--- src/rtl/rcv_ctrl_pkg.sv ---
// rcv_ctrl_pkg
// Shared definitions for the UART receive controller: drain FSM state
// encoding, reset defaults for the receiver configuration and the bounds
// that decide whether a host configuration write is accepted.
package rcv_ctrl_pkg;

    typedef enum logic [1:0] {
        DRAIN_IDLE     = 2'd0,
        DRAIN_ACK      = 2'd1,
        DRAIN_WAIT_CLR = 2'd2
    } drain_state_e;

    localparam logic [3:0]  DEF_DATA_SIZE  = 4'd8;
    localparam logic [13:0] DEF_BIT_PERIOD = 14'd10;

    localparam logic [3:0]  MIN_DATA_SIZE  = 4'd5;
    localparam logic [3:0]  MAX_DATA_SIZE  = 4'd8;
    localparam logic [13:0] MIN_BIT_PERIOD = 14'd2;

    // A configuration is usable by the receiver only with a data size the
    // shifter supports and a bit period long enough for the timer to run.
    function automatic logic cfg_is_legal(input logic [3:0]  size,
                                          input logic [13:0] period);
        return (size >= MIN_DATA_SIZE) && (size <= MAX_DATA_SIZE) &&
               (period >= MIN_BIT_PERIOD);
    endfunction

endpackage

--- src/rtl/rx_fifo4.sv ---
// rx_fifo4
// 8-bit x 4 show-ahead FIFO holding received bytes until the host pops them.
// Ports:
//   clk, rst       clock, asynchronous active-high reset
//   push/push_data write one byte (ignored when full)
//   pop            drop the head entry (ignored when empty)
//   rd_data        head entry, 0 while empty
//   empty/full     occupancy flags decoded from the count
//   count          occupancy 0..4
module rx_fifo4 #(
    parameter int DEPTH = 4
) (
    input  logic       clk,
    input  logic       rst,
    input  logic       push,
    input  logic [7:0] push_data,
    input  logic       pop,
    output logic [7:0] rd_data,
    output logic       empty,
    output logic       full,
    output logic [2:0] count
);

    logic [7:0] mem_q [4];
    logic [7:0] mem_d [4];
    logic [1:0] wr_ptr_q, wr_ptr_d;
    logic [1:0] rd_ptr_q, rd_ptr_d;
    logic [2:0] count_q, count_d;
    logic       do_push, do_pop;

    assign empty   = (count_q == 3'd0);
    assign full    = (count_q == 3'(DEPTH));
    assign count   = count_q;
    // Gate the head with empty so stale bytes never show after draining.
    assign rd_data = empty ? 8'd0 : mem_q[rd_ptr_q];

    always_comb begin
        do_push  = push && !full;
        do_pop   = pop && !empty;
        mem_d    = mem_q;
        wr_ptr_d = wr_ptr_q;
        rd_ptr_d = rd_ptr_q;
        count_d  = count_q;
        if (do_push) begin
            mem_d[wr_ptr_q] = push_data;
            // 2-bit pointers wrap 3->0 on their own.
            wr_ptr_d = wr_ptr_q + 2'd1;
        end
        if (do_pop) begin
            rd_ptr_d = rd_ptr_q + 2'd1;
        end
        case ({do_push, do_pop})
            2'b10:   count_d = count_q + 3'd1;
            2'b01:   count_d = count_q - 3'd1;
            default: count_d = count_q;
        endcase
    end

    always_ff @(posedge clk or posedge rst) begin
        if (rst) begin
            for (int i = 0; i < 4; i++) begin
                mem_q[i] <= 8'd0;
            end
            wr_ptr_q <= 2'd0;
            rd_ptr_q <= 2'd0;
            count_q  <= 3'd0;
        end else begin
            mem_q    <= mem_d;
            wr_ptr_q <= wr_ptr_d;
            rd_ptr_q <= rd_ptr_d;
            count_q  <= count_d;
        end
    end

endmodule

--- src/rtl/rcv_ctrl.sv ---
// rcv_ctrl
// Controller for the UART receive block. Holds the receiver configuration
// and only applies host changes between packets, drains received bytes into
// a 4-entry show-ahead FIFO through the data_ready/data_read handshake, and
// keeps sticky error status for the host.
// Ports:
//   clk, rst                         clock, asynchronous active-high reset
//   cfg_wr/cfg_data_size/cfg_bit_period  host configuration write
//   cfg_pending, cfg_err             write accepted-not-applied / rejected pulse
//   rcv_busy                         receiver mid-packet
//   data_size, bit_period            active configuration to the receiver
//   rx_data, data_ready, data_read   receiver byte handshake
//   overrun_error, framing_error     receiver error strobes
//   pop, rd_data, fifo_*             host side of the FIFO
//   err_overrun, err_framing, status_clr  sticky error status
module rcv_ctrl
    import rcv_ctrl_pkg::*;
#(
    parameter int          FIFO_DEPTH     = 4,
    parameter logic [3:0]  RST_DATA_SIZE  = DEF_DATA_SIZE,
    parameter logic [13:0] RST_BIT_PERIOD = DEF_BIT_PERIOD
) (
    input  logic        clk,
    input  logic        rst,
    input  logic        cfg_wr,
    input  logic [3:0]  cfg_data_size,
    input  logic [13:0] cfg_bit_period,
    output logic        cfg_pending,
    output logic        cfg_err,
    input  logic        rcv_busy,
    output logic [3:0]  data_size,
    output logic [13:0] bit_period,
    input  logic [7:0]  rx_data,
    input  logic        data_ready,
    input  logic        overrun_error,
    input  logic        framing_error,
    output logic        data_read,
    input  logic        pop,
    output logic [7:0]  rd_data,
    output logic        fifo_empty,
    output logic        fifo_full,
    output logic [2:0]  fifo_count,
    output logic        err_overrun,
    output logic        err_framing,
    input  logic        status_clr
);

    logic [3:0]   shadow_size_q, shadow_size_d;
    logic [13:0]  shadow_period_q, shadow_period_d;
    logic [3:0]   data_size_q, data_size_d;
    logic [13:0]  bit_period_q, bit_period_d;
    logic         cfg_pending_q, cfg_pending_d;
    logic         cfg_err_q, cfg_err_d;
    logic         err_overrun_q, err_overrun_d;
    logic         err_framing_q, err_framing_d;
    drain_state_e state_q, state_d;
    logic         data_read_q, data_read_d;
    logic         cfg_legal;
    logic         fifo_push;

    assign cfg_pending = cfg_pending_q;
    assign cfg_err     = cfg_err_q;
    assign data_size   = data_size_q;
    assign bit_period  = bit_period_q;
    assign data_read   = data_read_q;
    assign err_overrun = err_overrun_q;
    assign err_framing = err_framing_q;
    assign fifo_push   = (state_q == DRAIN_ACK);

    rx_fifo4 #(.DEPTH(FIFO_DEPTH)) u_fifo (
        .clk       (clk),
        .rst       (rst),
        .push      (fifo_push),
        .push_data (rx_data),
        .pop       (pop),
        .rd_data   (rd_data),
        .empty     (fifo_empty),
        .full      (fifo_full),
        .count     (fifo_count)
    );

    // Configuration and sticky errors. The apply is evaluated before the
    // write so that a write landing in the apply cycle refills the shadow
    // and keeps cfg_pending set for the next gap between packets.
    always_comb begin
        cfg_legal       = cfg_is_legal(cfg_data_size, cfg_bit_period);
        shadow_size_d   = shadow_size_q;
        shadow_period_d = shadow_period_q;
        data_size_d     = data_size_q;
        bit_period_d    = bit_period_q;
        cfg_pending_d   = cfg_pending_q;
        cfg_err_d       = cfg_wr && !cfg_legal;
        if (cfg_pending_q && !rcv_busy) begin
            data_size_d   = shadow_size_q;
            bit_period_d  = shadow_period_q;
            cfg_pending_d = 1'b0;
        end
        if (cfg_wr && cfg_legal) begin
            shadow_size_d   = cfg_data_size;
            shadow_period_d = cfg_bit_period;
            cfg_pending_d   = 1'b1;
        end
        // Set wins over clear so an error in the clearing cycle is kept.
        err_overrun_d = overrun_error || (err_overrun_q && !status_clr);
        err_framing_d = framing_error || (err_framing_q && !status_clr);
    end

    // Drain FSM. data_read is registered and high exactly in the ACK cycle,
    // which is also the cycle the byte is pushed. WAIT_CLR holds off until
    // the receiver drops data_ready so one byte is never pushed twice.
    always_comb begin
        state_d     = state_q;
        data_read_d = 1'b0;
        case (state_q)
            DRAIN_IDLE: begin
                if (data_ready && !fifo_full) begin
                    state_d     = DRAIN_ACK;
                    data_read_d = 1'b1;
                end
            end
            DRAIN_ACK: begin
                state_d = DRAIN_WAIT_CLR;
            end
            DRAIN_WAIT_CLR: begin
                if (!data_ready) begin
                    state_d = DRAIN_IDLE;
                end
            end
            default: begin
                state_d = DRAIN_IDLE;
            end
        endcase
    end

    always_ff @(posedge clk or posedge rst) begin
        if (rst) begin
            state_q     <= DRAIN_IDLE;
            data_read_q <= 1'b0;
        end else begin
            state_q     <= state_d;
            data_read_q <= data_read_d;
        end
    end

    always_ff @(posedge clk or posedge rst) begin
        if (rst) begin
            shadow_size_q   <= RST_DATA_SIZE;
            shadow_period_q <= RST_BIT_PERIOD;
            data_size_q     <= RST_DATA_SIZE;
            bit_period_q    <= RST_BIT_PERIOD;
            cfg_pending_q   <= 1'b0;
            cfg_err_q       <= 1'b0;
            err_overrun_q   <= 1'b0;
            err_framing_q   <= 1'b0;
        end else begin
            shadow_size_q   <= shadow_size_d;
            shadow_period_q <= shadow_period_d;
            data_size_q     <= data_size_d;
            bit_period_q    <= bit_period_d;
            cfg_pending_q   <= cfg_pending_d;
            cfg_err_q       <= cfg_err_d;
            err_overrun_q   <= err_overrun_d;
            err_framing_q   <= err_framing_d;
        end
    end

endmodule

--- config.mk ---
export PLATFORM = sky130hd
export DESIGN_NAME = rcv_ctrl
export DESIGN_NICKNAME = d
export VERILOG_FILES = /design/src/rtl/rcv_ctrl_pkg.sv /design/src/rtl/rx_fifo4.sv /design/src/rtl/rcv_ctrl.sv
export SDC_FILE = /design/constraint.sdc
export NUM_CORES = 1
export LEC_CHECK = 0
export ABC_CLOCK_PERIOD_IN_PS = 2800
export BUFFER_PORTS_ARGS = -buffer_cell sky130_fd_sc_hd__buf_2
export CORE_MARGIN = 2
export CORE_UTILIZATION = 40
export CTS_BUF_LIST = sky130_fd_sc_hd__clkbuf_4 sky130_fd_sc_hd__clkbuf_8
export CTS_CLUSTER_SIZE = 25
export DETAILED_ROUTE_END_ITERATION = 16
export SETUP_SLACK_MARGIN = 0.02
export SYNTH_ARGS = -nofsm -noshare
export SYNTH_HDL_FRONTEND = slang
export SYNTH_SLANG_ARGS = --single-unit
--- constraint.sdc ---
create_clock -name clk -period 2.8 [get_ports clk]
set_clock_uncertainty 0.15 [all_clocks]
set_input_delay 0.42 -clock clk [delete_from_list [all_inputs] [get_ports clk]]
set_output_delay 0.42 -clock clk [all_outputs]
set_load 0.01 [all_outputs]
Word level (Yosys, flattened, before mapping)
Cells that the tools add are included.
{"block": "classes", "eq_ne": 7, "order_cmp": 6, "n_bitwise": 2, "n_mux": 15, "n_addsub": 4, "reduce_logical": 23}
{"cell": "$bwmux W32", "n": 1}
{"cell": "$mux W8", "n": 4}
{"cell": "$bmux W8 S2", "n": 1}
{"cell": "$demux W8 S2", "n": 1}
{"cell": "$ge A14 B2 Y1 const B", "n": 1}
{"cell": "$logic_and A1 B1 Y1", "n": 11}
{"cell": "$ge A3 B3 Y1 const B", "n": 2}
{"cell": "$not A2 Y3", "n": 2}
{"cell": "$pmux W2 S3", "n": 1}
{"cell": "$pmux W3 S2", "n": 1}
{"cell": "$logic_not A1 Y1", "n": 5}
{"cell": "$add A2 B1 Y2 const B", "n": 2}
{"cell": "$eq A2 B1 Y1 const B", "n": 2}
{"cell": "$eq A2 B2 Y1 const B", "n": 2}
{"cell": "$ge A4 B3 Y1 const B", "n": 1}
{"cell": "$le A4 B4 Y1 const B", "n": 1}
{"cell": "$mux W1", "n": 4}
{"cell": "$mux W2", "n": 2}
{"cell": "$ne A2 B2 Y1 const B", "n": 2}
{"cell": "$reduce_bool A2 Y1", "n": 2}
{"cell": "$add A3 B1 Y3 const B", "n": 1}
{"cell": "$eq A3 B3 Y1 const B", "n": 1}
{"cell": "$logic_not A3 Y1", "n": 1}
{"cell": "$lt A3 B1 Y1 const B", "n": 1}
{"cell": "other kinds (4)", "n": 5}
{"block": "word_totals", "elab_cells": 74, "ff_bits": 82}

Depth between registers and ports, before layout
{"block": "depth", "depth_word": 6, "ltp_mapped": 9}

Cells and area by module
A second synthesis with hierarchy kept.
{"block": "hier_totals", "cells_unflattened": 230, "area_unflattened_um2": 3533.4}
{"module": "rx_fifo4", "area_per_inst_um2": 1841.8, "seq_area_each_um2": 975.9, "cells_each": 125, "n_inst": 1}
{"module": "rcv_ctrl", "area_per_inst_um2": 1691.6, "seq_area_each_um2": 1083.5, "cells_each": 105, "n_inst": 1}

Worst setup path before layout
Ideal clock, no wire load.
{"block": "synth_timing", "path_kind": "register to register", "start": "reg u_fifo.count_q[0], in the netlist u_fifo.count[0]", "end": "reg u_fifo.count_q[2], in the netlist u_fifo.count[2]", "synth_period_minus_slack_ns": 2.460, "stages_incl_launch_ff": 10, "t_arrival_ns": 2.230, "setup_time_ns": 0.079, "n_path_buf": 0, "slack_ns": 0.340, "cell_sequence": "dfrtp_1 nor3b_1 nor3_2 inv_1 ha_1 inv_1 fa_1 xor2_1 nor2_1 xor2_1"}
{"block": "synth_via", "elab_chain_cells": 5, "elab_cells_between_ends": 12, "cone_classes": "2 x add/sub; 3 x eq/ne; 1 x mux; 6 x reduce/logical"}
{"item": "from (decl)", "line": "rx_fifo4.sv:28", "source": "logic [2:0] count_q, count_d;"}
{"item": "from (signal assigned)", "line": "rx_fifo4.sv:71", "source": "count_q <= count_d;"}
{"item": "$eq A3 B3 Y1 *", "line": "rx_fifo4.sv:32", "source": "assign full = (count_q == 3'(DEPTH));"}
{"item": "via fifo_full", "line": "rcv_ctrl.sv:41", "source": "output logic fifo_full,"}
{"item": "$logic_not A1 Y1 *", "line": "rx_fifo4.sv:38", "source": "do_push = push && !full;"}
{"item": "$logic_and A1 B1 Y1 *", "line": "rx_fifo4.sv:38"}
{"item": "$eq A2 B1 Y1 / $eq A2 B2 Y1 (equally long branches)", "line": "rx_fifo4.sv:52", "source": "case ({do_push, do_pop})"}
{"item": "$pmux W3 S2 / $reduce_bool A2 Y1 (equally long branches)"}
Mark *: on every way through the listed nets, which the timed path passes. The rest lies on a longest branch.
A chain may end at the register's enable or synchronous reset.

Worst setup path in the final report
{"block": "layout_timing", "start": "reg u_fifo.rd_ptr_q[0]", "end": "out rd_data[3]"}
{"block": "layout_via", "elab_chain_cells": 5}
{"item": "from (decl)", "line": "rx_fifo4.sv:27", "source": "logic [1:0] rd_ptr_q, rd_ptr_d;"}
{"item": "from (signal assigned)", "line": "rx_fifo4.sv:70", "source": "rd_ptr_q <= rd_ptr_d;"}
{"item": "$not A2 Y3 (not written as such)", "line": "rx_fifo4.sv:35", "source": "assign rd_data = empty ? 8'd0 : mem_q[rd_ptr_q];"}
{"item": "$bmux W8 S2", "line": "rx_fifo4.sv:35"}
{"item": "$mux W8 (not written as such) (2 in series)", "line": "rx_fifo4.sv:35"}
{"item": "$mux W8", "line": "rx_fifo4.sv:35"}
{"item": "to (decl)", "line": "rcv_ctrl.sv:39", "source": "output logic [7:0] rd_data,"}
Every way passes these cells. The select of a mux whose other input is x is not followed.

==> summary.md <==
| Metric | Value |
|---|---|
| Core ar. | `0.00859 sq mm` |
| R2R depth | `10` |
| Slack of the worst reg-to-reg path | `0.50 ns` |
| Fin worst setup slack | `0.284 ns` |
| CTS buffer count | `9` |
| Global-route wire length before repair | `10.8 mm` |
| Drc violations | `0` |
| Die Ht | `97.5 um` |
| Root buf cell | `clkbuf_8` |
| WP depth | `3` |
| Hold Path Class | `in2async` |
| Max-cap violations | `0` |
| Peak supply drop | `0.381 mV` |
| Buf+Inv Stages, Crit Path | `1` |
| Final Hold Fails | `0` |
| Net Sw Power | `1370 uW` |
| RSZ-0062 raised after global routing | `no` |
| Min Tclk post-route | `2.52 ns` |
| H-tree depth | `3` |
| Critical Path Source | `u_fifo.rd_ptr_q[0]$_DFFE_PP0P_` |
| Top_reg_cell synth | `dfrtp_1` |
| Total congestion overflow | `0` |
| Layout cells sized above 1 | `56.5%` |
| Net Count, Synth | `269` |
| PortBufs | `70` |
| Critical path class | `reg2out` |
| Internal power | `2950 uW` |
| Logic pwr share | `37.0%` |
| CTS Buffer Depth | `2` |
| Cell variety after synth | `34` |
| Delay-heaviest family, CP | `flip-flops` |
| F_max | `397 MHz` |
| Maximum fanout along the worst path | `9` |
| Latest clock arrival within the worst-skew pair | `0.34 ns` |
| Number of synthesized flops with an enable pin | `0` |
| Initial Util | `40.7%` |
| Cells after DPL | `403` |
| Sequential share of power | `46.2%` |
| Post-DP HPWL | `4.20 mm` |
| Pin count of the biggest net entering global routing | `83` |
| Wirelength per Cell | `14.8 um` |
| DRT antenna net count | `0` |
| Io pins | `71` |
| Post-CTS setup repair buffer count | `0` |
| Syn Inst Count | `228` |
| Async SR Flop Fraction | `100%` |
| Clk pwr share | `16.8%` |
| Mapped Avg Cell Area | `15.3 sq um` |
| LEAKAGE | `0.00194 uW` |
| Clock edge transition at the registers on the reported setup and hold paths | `0.08 ns` |
| Slew headroom | `37.6%` |
| Slowest CP cell | `dfrtp_1` |
| Startpoint types | `flop` |
| Final Max Slew Viols | `0` |
| CTS tree | `done` |
| GP Congestion | `0.665` |
| Ys Warns | `0` |
| Die width | `97.5 um` |
| Via count | `2063` |
| Setup violations, final | `0` |
| Final wirelength | `6.21 mm` |
| Vias in the first global route | `2229` |
| Post-Route Setup TNS | `0 ns` |
| CP cell instances | `mux4_2 -> and2_1 -> buf_2` |
| Rows | `34` |
| Die ar. | `0.00951 sq mm` |
| DRT iter0 DRCs | `36` |
| Cell Count, Final, Fillers Out | `418` |
| Ant diodes | `0` |
| Post-CTS Hold Buffers | `0` |
| Reg2Reg Launch Point | `u_fifo.count[2]$_DFFE_PP0P_` |
| Synth-to-Final Area Change | `18.6%` |
| Sw frac | `31.7%` |
| Cell Area, Synth | `0.00350 sq mm` |
| Pre-Repair DR Iteration Count | `4` |
| R2r endpoint | `u_fifo.count[2]$_DFFE_PP0P_` |
| Slowest cell delay on critical path | `0.71 ns` |
| CTS sink cnt | `82` |
| Initial antenna violation count | `0` |
| Vias/cell | `4.94` |
| Synth Register Bits | `82` |
| CP arrival | `1.95 ns` |
| Post-layout util | `48.3%` |
| Sequential share of the synthesized area | `58.8%` |
| Worst Path Required | `2.23 ns` |
| Place WS | `0.495 ns` |
| Global Route Usage Sum | `14.1%` |
| Layout Nets | `347` |
| Setup crit end kind | `output pin` |
| Post-CTS sizing | `0` |
| PD cells | `1040 mW/mm^2` |
| Slew @ Worst Pin | `0.936 ns` |
| Status | `completed` |
| Final period util | `89.9%` |
## Yosys cell counts (2+ instances only)
cell      instances  area (sq um)
o21ai_0           4          20.0
clkbuf_1          3          11.3
nor4b_1           2          17.5
mux2_4            8           120
xor2_1            3          26.3
and2_1            9          56.3
dfstp_2           6           158
mux2i_1           2          20.0
mux2_2           58           653
dfrtp_1          76          1900
nor4_1            2          12.5
nand2_2           4          25.0
xnor2_1           3          26.3
ha_1              5          62.6
nand2_1           5          18.8
inv_1            11          41.3
a21o_1            2          15.0
nor2_1            2          7.51
mux4_2            8           180
## layer usage
layer	wire, um	track usage [%]
met1	2780	17.9
met2	2940	22.9
met3	421	4.32
met4	66	5.45
met5	0	0
## metrics by stage
step	power, uW	area, sq um	hold WS [ns]
after floorplan	3110	3500	0.286
after global placement	3620	3990	0.297
after detailed placement	3660	3990	0.307
after CTS	4400	4150	0.0250
after global routing	4640	4150	0.0428
final	4320	4150	0.0106
## logic make-up after synthesis
| group | Yosys count | share of synthesized area (%) |
|---|---|---|
| flops | 82 | 58.8 |
| mux | 76 | 27.8 |
| simple gates | 33 | 6.04 |
| buf+inv | 17 | 2.07 |
| compound gates | 8 | 1.36 |
| xor+xnor | 6 | 1.50 |
| fa+ha+maj | 6 | 2.36 |
## worst max path at each step
stage                                  endpoint  slack (ns)
floorplan             bit_period[0]$_DFFE_PP0P_        0.13
global placement    u_fifo.count[2]$_DFFE_PP0P_        0.53
detailed placement  u_fifo.count[2]$_DFFE_PP0P_        0.50
CTS                                  rd_data[3]        0.23
global route                         rd_data[3]        0.18
finish                               rd_data[3]        0.28
## layout by cell type (no fill, tap or decap), types with 2 or more instances in the layout
cell type   instances
dfrtp_1            76
buf_2              70
mux2_2             58
inv_1              10
and2_1              9
clkbuf_8            9
mux2_4              8
mux4_2              8
dfstp_2             6
nand2_1             5
clkinv_2            5
ha_1                5
o21ai_0             4
nand2_2             4
xnor2_1             3
xor2_1              3
nor2_1              2
nor4_1              2
mux2i_1             2
nor4b_1             2
a21o_1              2
clkinvlp_4          2
buf_4               2
## tightest hold or removal path: stages
cell	delay, ns
buf_2	0.10
clkinv_2	0.05
buf_12	0.36
## power groups by stage
stage          logic [uW]  clock network, uW  registers (uW)
6_report             1600                725            2000
3_3_place_gp         1610                  0            2010
5_1_grt              1780                800            2070
2_1_floorplan        1140                  0            1980
3_5_place_dp         1630                  0            2030
4_1_cts              1640                754            2010
## state kept, by name (all words and copies together) (netlist names)
register / count
u_fifo.mem_q: 32
bit_period: 14
shadow_period_q: 14
data_size: 4
shadow_size_q: 4
u_fifo.count: 3
state_q: 2
u_fifo.rd_ptr_q: 2
u_fifo.wr_ptr_q: 2
cfg_err: 1
cfg_pending: 1
data_read: 1
err_framing: 1
err_overrun: 1
## layout make-up
| cell class | instances | area (sq um) |
|---|---|---|
| fill | 784 | 4440 |
| multi-input combinational | 129 | 1370 |
| timing repair buffer | 73 | 385 |
| tap | 108 | 135 |
| sequential | 82 | 2060 |
| clock buffer | 9 | 124 |
| inverter | 11 | 42.5 |
| clock inverter | 6 | 35.0 |
No activity file was read; power rests on OpenSTA's default activity.
